<file path="src/rtl/twitchcore_prefetch_if.sv">
// rtl/twitchcore_prefetch_if.sv - memory fetch and instruction delivery signals of the prefetch unit
interface twitchcore_prefetch_if;
    logic        mem_req;
    logic [31:0] mem_addr;
    logic        mem_gnt;
    logic        mem_rvalid;
    logic [31:0] mem_rdata;
    logic        redirect;
    logic [31:0] redirect_pc;
    logic        i_valid;
    logic [31:0] i_data;
    logic [31:0] i_pc;
    logic        i_ready;

    modport master (
        output mem_req, mem_addr, i_valid, i_data, i_pc,
        input  mem_gnt, mem_rvalid, mem_rdata, redirect, redirect_pc, i_ready
    );

    modport slave (
        input  mem_req, mem_addr, i_valid, i_data, i_pc,
        output mem_gnt, mem_rvalid, mem_rdata, redirect, redirect_pc, i_ready
    );
endinterface

</file>
<file path="src/rtl/twitchcore_prefetch.sv">
// rtl/twitchcore_prefetch.sv - single-outstanding instruction prefetcher with redirect flush
module twitchcore_prefetch #(
    parameter logic [31:0] RESET_PC = 32'h0,
    parameter int          DEPTH    = 4
) (
    input logic                   clk,
    input logic                   resetn,
    twitchcore_prefetch_if.master bus
);
    localparam int AW = (DEPTH > 1) ? $clog2(DEPTH) : 1;
    localparam int CW = $clog2(DEPTH + 1);

    typedef enum logic [1:0] {
        S_BOOT    = 2'd0,
        S_IDLE    = 2'd1,
        S_WAIT    = 2'd2,
        S_DISCARD = 2'd3
    } state_t;

    state_t         r_state;
    logic [31:0]    r_fpc;
    logic [CW-1:0]  r_cnt;
    logic [AW-1:0]  r_rd_ptr;
    logic [AW-1:0]  r_wr_ptr;
    logic [31:0]    r_pc_mem   [DEPTH];
    logic [31:0]    r_data_mem [DEPTH];

    logic           w_req;
    logic           w_grant;
    logic           w_push;
    logic           w_pop;
    logic [31:0]    w_redirect_pc;

    // A redirect suppresses the request so no stale-path fetch is ever granted.
    assign w_redirect_pc = {bus.redirect_pc[31:2], 2'b00};
    assign w_req         = (r_state == S_IDLE) && (r_cnt < CW'(DEPTH)) && !bus.redirect;
    assign w_grant       = w_req && bus.mem_gnt;
    assign w_push        = (r_state == S_WAIT) && bus.mem_rvalid && !bus.redirect;
    assign w_pop         = (r_cnt != '0) && bus.i_ready && !bus.redirect;

    assign bus.mem_req   = w_req;
    assign bus.mem_addr  = r_fpc;
    assign bus.i_valid   = (r_cnt != '0);
    assign bus.i_data    = r_data_mem[r_rd_ptr];
    assign bus.i_pc      = r_pc_mem[r_rd_ptr];

    // Fetch FSM and fetch pointer; the pointer advances at grant, so the pushed pc is fpc-4.
    always_ff @(posedge clk or negedge resetn) begin
        if (!resetn) begin
            r_state <= S_BOOT;
            r_fpc   <= RESET_PC;
        end else begin
            if (bus.redirect) begin
                r_fpc <= w_redirect_pc;
            end else if (w_grant) begin
                r_fpc <= r_fpc + 32'd4;
            end

            case (r_state)
                S_BOOT:    r_state <= S_IDLE;
                S_IDLE:    if (w_grant) r_state <= S_WAIT;
                S_WAIT: begin
                    if (bus.mem_rvalid) begin
                        r_state <= S_IDLE;
                    end else if (bus.redirect) begin
                        r_state <= S_DISCARD;
                    end
                end
                S_DISCARD: if (bus.mem_rvalid) r_state <= S_IDLE;
                default:   r_state <= S_BOOT;
            endcase
        end
    end

    // Instruction queue; a redirect empties it and voids any same-cycle push or pop.
    always_ff @(posedge clk or negedge resetn) begin
        if (!resetn) begin
            r_cnt    <= '0;
            r_rd_ptr <= '0;
            r_wr_ptr <= '0;
            for (int k = 0; k < DEPTH; k++) begin
                r_pc_mem[k]   <= '0;
                r_data_mem[k] <= '0;
            end
        end else if (bus.redirect) begin
            r_cnt    <= '0;
            r_rd_ptr <= '0;
            r_wr_ptr <= '0;
        end else begin
            if (w_push) begin
                r_pc_mem[r_wr_ptr]   <= r_fpc - 32'd4;
                r_data_mem[r_wr_ptr] <= bus.mem_rdata;
                r_wr_ptr             <= r_wr_ptr + AW'(1);
            end
            if (w_pop) begin
                r_rd_ptr <= r_rd_ptr + AW'(1);
            end
            if (w_push && !w_pop) begin
                r_cnt <= r_cnt + CW'(1);
            end else if (!w_push && w_pop) begin
                r_cnt <= r_cnt - CW'(1);
            end
        end
    end
endmodule
</file>
<file path="src/flat_wrapper.sv">
// flat-port wrapper written by rule: the top's interface ports become plain ports
module twitchcore_prefetch_flat 
#(
    parameter logic [31:0] RESET_PC = 32'h0,
    parameter int          DEPTH    = 4
)
  (clk, resetn, bus_mem_req, bus_mem_addr, bus_i_valid, bus_i_data, bus_i_pc, bus_mem_gnt, bus_mem_rvalid, bus_mem_rdata, bus_redirect, bus_redirect_pc, bus_i_ready);
  twitchcore_prefetch_if bus_i ();
  input logic clk;
  input logic resetn;
  output wire logic [$bits(bus_i.mem_req)-1:0] bus_mem_req;
  output wire logic [$bits(bus_i.mem_addr)-1:0] bus_mem_addr;
  output wire logic [$bits(bus_i.i_valid)-1:0] bus_i_valid;
  output wire logic [$bits(bus_i.i_data)-1:0] bus_i_data;
  output wire logic [$bits(bus_i.i_pc)-1:0] bus_i_pc;
  input wire logic [$bits(bus_i.mem_gnt)-1:0] bus_mem_gnt;
  input wire logic [$bits(bus_i.mem_rvalid)-1:0] bus_mem_rvalid;
  input wire logic [$bits(bus_i.mem_rdata)-1:0] bus_mem_rdata;
  input wire logic [$bits(bus_i.redirect)-1:0] bus_redirect;
  input wire logic [$bits(bus_i.redirect_pc)-1:0] bus_redirect_pc;
  input wire logic [$bits(bus_i.i_ready)-1:0] bus_i_ready;
  assign bus_mem_req = bus_i.mem_req;
  assign bus_mem_addr = bus_i.mem_addr;
  assign bus_i_valid = bus_i.i_valid;
  assign bus_i_data = bus_i.i_data;
  assign bus_i_pc = bus_i.i_pc;
  assign bus_i.mem_gnt = bus_mem_gnt;
  assign bus_i.mem_rvalid = bus_mem_rvalid;
  assign bus_i.mem_rdata = bus_mem_rdata;
  assign bus_i.redirect = bus_redirect;
  assign bus_i.redirect_pc = bus_redirect_pc;
  assign bus_i.i_ready = bus_i_ready;
  twitchcore_prefetch #(.RESET_PC(RESET_PC), .DEPTH(DEPTH)) u_core (.clk(clk), .resetn(resetn), .bus(bus_i));
endmodule
</file>
<file path="config.mk">
export PLATFORM = sky130hd
export DESIGN_NAME = twitchcore_prefetch_flat
export DESIGN_NICKNAME = d
export VERILOG_FILES = /design/src/rtl/twitchcore_prefetch_if.sv /design/src/rtl/twitchcore_prefetch.sv /design/src/flat_wrapper.sv
export SDC_FILE = /design/constraint.sdc
export NUM_CORES = 1
export LEC_CHECK = 0
export CAP_MARGIN = 40
export CELL_PAD_IN_SITES_DETAIL_PLACEMENT = 0
export CELL_PAD_IN_SITES_GLOBAL_PLACEMENT = 1
export CORE_UTILIZATION = 45
export DETAILED_ROUTE_END_ITERATION = 10
export PLACE_DENSITY_LB_ADDON = 0.25
export SLEW_MARGIN = 20
export SYNTH_ARGS = -nofsm -noshare
export SYNTH_HDL_FRONTEND = slang
export SYNTH_SLANG_ARGS = --single-unit
</file>
<file path="constraint.sdc">
create_clock -name clk -period 2.9 [get_ports clk]
set_clock_uncertainty 0.1 [all_clocks]
set_input_delay 0.58 -clock clk [delete_from_list [all_inputs] [get_ports clk]]
set_output_delay 0.58 -clock clk [all_outputs]
set_load 0.05 [all_outputs]
</file>
* Word level (Yosys, flattened, before mapping)
Index checks and enable logic that the tools add are counted. Widths: inputs -> output; s select.
Storage, ports and cells: output and inout port bits 98, input bits 70, bits in registers 297, logic and storage cells 77
Operators by class: reduce and logical (&&, ||, !) cells 21, muxes and demuxes 24, bitwise operators 3, order comparisons 4, eq/ne operators 6, add/sub/neg operators 6
Operators with widths (number):
- $bwmux 128 | 2
- $mux 32 | 7
- $bmux 32 s2 | 2
- $demux 32 s2 | 1
- $add 32x3->32 const B | 1
- $sub 32x3->32 const B | 1
- $mux 2 | 8
- $logic_and 1x1->1 | 10
- $mux 3 | 3
- $pmux 2 s4 | 1
- $ge 3x3->1 const B | 2
- $not 2->3 | 2
- $reduce_bool 2->1 | 3
- $reduce_bool 3->1 | 2
- $add 2x1->2 const B | 2
- $eq 2x2->1 const B | 2
- $add 3x1->3 const B | 1
- $logic_not 1->1 | 3
- $lt 3x1->1 const B | 1
- $lt 3x3->1 const B | 1
- $ne 3x3->1 const B | 1
- $reduce_and 3->1 | 1
- $sub 3x1->3 const B | 1
- $eq 2x1->1 const B | 1
- other kinds (5) | 5

* Logic depth before layout (Yosys ltp)
depth in word-level cells 8, mapped depth 9, mapped depth without buffers 9

* Worst setup path after synthesis
Ideal clock, no wire load.
kind input to output, start in bus_redirect, end out bus_mem_req, required time 2.220 ns, stages 4, slack -0.112 ns, data arrival time 2.332 ns, cell sequence buf_2 -> clkbuf_1 -> clkbuf_1 -> nor3b_1
On the way: longest elaborated chain between the ends 2
Ends and longest elaborated chain:
- from (decl) | RTL line flat_wrapper.sv:19 | input wire logic [$bits(bus_i.redirect)-1:0] bus_redirect;
- $logic_not 1->1 | RTL line twitchcore_prefetch.sv:36 | assign w_req = (r_state == S_IDLE) && (r_cnt < CW'(DEPTH)) && !bus.redirect;
- $logic_and 1x1->1 | RTL line twitchcore_prefetch.sv:36
- to (decl) | RTL line flat_wrapper.sv:11 | output wire logic [$bits(bus_i.mem_req)-1:0] bus_mem_req;
No other way between the ends.

* Worst setup path in the final report
start reg u_core.r_fpc[4], in the netlist u_core.bus.mem_addr[4], end out bus_mem_addr[4]
RTL lines:
- from (decl) | RTL line twitchcore_prefetch.sv:21 | logic [31:0] r_fpc;
- from (signal assigned) | RTL line twitchcore_prefetch.sv:54 | r_fpc <= w_redirect_pc;
- from (signal assigned) | RTL line twitchcore_prefetch.sv:56 | r_fpc <= r_fpc + 32'd4;
- to (decl) | RTL line flat_wrapper.sv:12 | output wire logic [$bits(bus_i.mem_addr)-1:0] bus_mem_addr;
No word-level cell between the ends.

==> results.yml <==
yosys:
  yosysMostFrequentCell: "dfrtp_1"
  ys_ff_latch: 287
  synth.largest_area_cell: "dfrtp_1"
  ys.flop_type: "dfrtp_1"
  synth-edff-count: 0
  postSynthAreaPerCell_sq_um: 12.3
  synth_top_area_frac: 0.537
  synth_area_leaders: "dfrtp_1 54%, mux2_2 11%, mux4_2 10%, o21ai_0 4.9%, nand2_1 4.6%"
  yosys-top-cells-count: "287 x dfrtp_1, 164 x nand2_1, 130 x mux2_2, 130 x o21ai_0, 62 x mux4_2"
  synth_cell_types: 51
  post_synth_inst_count: 1085
  synth-async-reset-ratio: 1.00
  yosysWarnings: 0
  yosysSeqAreaShare: 0.537
  netlist_area_sq_um: 13400
pwr:
  max-vdd-ir-drop_v: 0.000470
  power_leakage_uw: 0.00740
  powerDensity_nw_per_um2: 799
global_route:
  grt_use_met1: 0.299
  grt_pass1_vias: 9082
  grt.busiest_layer: "met2"
  use_met2: 0.322
  overflow: 0
  antenna_found_initial: 0
  grtUsageTotal: 0.203
  grt_first_pass_wirelength_um: 49400
  use_met3: 0.0265
  grt_max_degree: 70
worst_setup_path:
  worstPathRequired_ns: 2.22
  slowest_stage: "clkdlybuf4s50_1"
  endpoint_kind: "primary output"
  cp_max_fo: 11
  critPathMaxStageDelay_ns: 0.91
  crit_path_start_kind: "flop"
  path_cells: "clkdlybuf4s50_1"
  path_buf_inv: 1
  path_delay_family: "buffers and inverters"
  arrival_ns: 2.13
  criticalPathCategory: "reg -> out"
floorplan:
  die_w_um: 174
  die-area_sq_um: 30400
  start_util: 0.462
  core_sq_um: 28900
  die_y_um: 174
  design.portCount: 168
  num_rows: 62
hold_path:
  holdCritPathClass: "in -> reg"
sta:
  rsz0062_at_grt: "false"
  finalMaxSlewViolations: 0
  maxSlewHeadroom: 0.624
  finalCritPeriodShare: 0.969
  fin_tns_setup_ns: 0
  setup_viol: 0
  timing.final.hold_violations: 0
  post-route-min-period_ns: 2.81
  max_freq_mhz: 356
  worst_pin_slew_ns: 0.564
routing:
  drt_iter0_drc: 447
  wire_per_inst_um: 18.4
  routed_via_density: 5.30
  via_count: 8656
  drc: 0
  drtAntennaViolNets: 0
  first_pass_iters: 4
  wl_um: 30000
clock_network:
  clockBufferDepth: 3
  clk_latency_ns: 0.56
  htreeDepth: 1
  cts_setup_buffers: 0
  cts_made_buffers: 31
  cts.clk_slew.worst_paths_ns: 0.06
  cts_tree: "done"
  clock_sinks: 287
  clock_tree.root_cell: "clkbuf_16"
status:
  outcome: "complete, no violations"
placed_design:
  gp_congestion: 0.735
  io_buffers: 161
  dp_hpwl_um: 19300
job:
  maxCapViolCount: 0
cells_and_area:
  fill_cells: 2452
  diodes: 0
  drive_gt1_frac: 0.288
  final_util: 0.568
  nets: 1307
  syn_to_final_growth_pct: 23.0
## through the flow
step / instance area (sq um) / setup WS (ns) / instances / hold slack, ns / power, uW
6_report: 16400 / 0.0893 / 1632 / 0.190 / 13100
5_1_grt: 16400 / 0.0296 / 1632 / 0.198 / 13800
4_1_cts: 16400 / 0.00370 / 1631 / 0.170 / 13300
3_3_place_gp: 15400 / 0.320 / 1576 / 0.357 / 9270
2_1_floorplan: 13400 / 0.257 / 1088 / 0.184 / 7940
3_5_place_dp: 15400 / 0.310 / 1576 / 0.367 / 9330
## power by group
| group | internal [uW] | switching, uW |
|---|---|---|
| registers | 4480 | 370 |
| clock network | 2330 | 1560 |
| logic | 1680 | 2720 |
| total | 8490 | 4660 |
## kinds of logic (layout without fill, tap and decap cells)
group / count (synthesis) / after routing / share of synthesized area
compound gates: 161 / 161 / 0.0628
xor+xnor: 58 / 58 / 0.0380
fa+ha+maj: 10 / 10 / 0.00992
buf+inv: 98 / 258 / 0.0331
flops: 287 / 287 / 0.537
mux: 193 / 193 / 0.215
other cells: 1 / 4 / 0.000280
simple gates: 277 / 277 / 0.104
## layout make-up
cell class,count,area [sq um],area share
Inverter,13,48.8,0.00297
Timing Repair Buffer,191,1920,0.117
Multi-Input combinational cell,703,5790,0.352
Clock inverter,9,101,0.00616
Sequential cell,287,7190,0.437
Tap cell,384,480,0.0292
Clock buffer,45,908,0.0552
## placed cells by master, fill, tap and decap left out, drive strengths merged, types with 2 or more instances in the layout
cell           netlist  routed
a21oi                3       3
a221oi               2       2
a311oi               2       2
a31oi                2       2
and2                 3       3
and3                 4       4
buf                 40      93
bufinv               0       2
clkbuf              45      46
clkdlybuf4s50        0      96
clkinv               0       5
conb                 1       4
dfrtp              287     287
ha                   9       9
inv                 13      14
mux2               130     130
mux4                62      62
nand2              164     164
nand3               18      18
nand4               13      13
nor2                23      23
nor3                20      20
nor3b                3       3
nor4                14      14
o21ai              147     147
or3                  8       8
or4                  2       2
xnor2               35      35
xor2                23      23
## per-layer routing
layer	wire length, um	part of all wire
met1	14400	0.48
met2	13900	0.46
met3	1270	0.042
met4	425	0.014
met5	0	0
## worst paths after layout
check | startpoint | endpoint | slack [ns] | depth (start not counted)
worst max-delay path | u_core.bus.mem_addr[4]$_DFFE_PN0N_ | bus_mem_addr[4] | 0.09 | 1
worst min-delay path | bus_redirect | u_core.r_wr_ptr[0]$_DFFE_PN0P_ | 0.19 | 2
worst max register to register | u_core.bus.mem_addr[3]$_DFFE_PN0N_ | u_core.r_pc_mem[94]$_DFFE_PN0P_ | 0.50 | 7
worst min register to register | u_core.r_pc_mem[40]$_DFFE_PN0P_ | u_core.r_pc_mem[40]$_DFFE_PN0P_ | 0.37 | 2
max in group asynchronous | resetn | u_core.r_data_mem[20]$_DFFE_PN0P_ | 1.38 | 3
min in group asynchronous | resetn | u_core.r_data_mem[124]$_DFFE_PN0P_ | 0.47 | 2
## sequential cells by signal, summed over array words and instances (netlist names)
signal and count:
u_core.bus.mem_addr 30, u_core.r_pc_mem 120, u_core.r_wr_ptr 2, u_core.r_state 2, u_core.r_rd_ptr 2, u_core.r_data_mem 128
u_core.r_cnt 3
## repair_timing
action,in CTS,in global routing
gates resized for setup,1,1
cloned,0,1
hold endpoints to repair,62,0
hold buffers,1,0
endpoints found under the setup margin,2,31
Note: power is estimated with default switching activity, not from simulation.
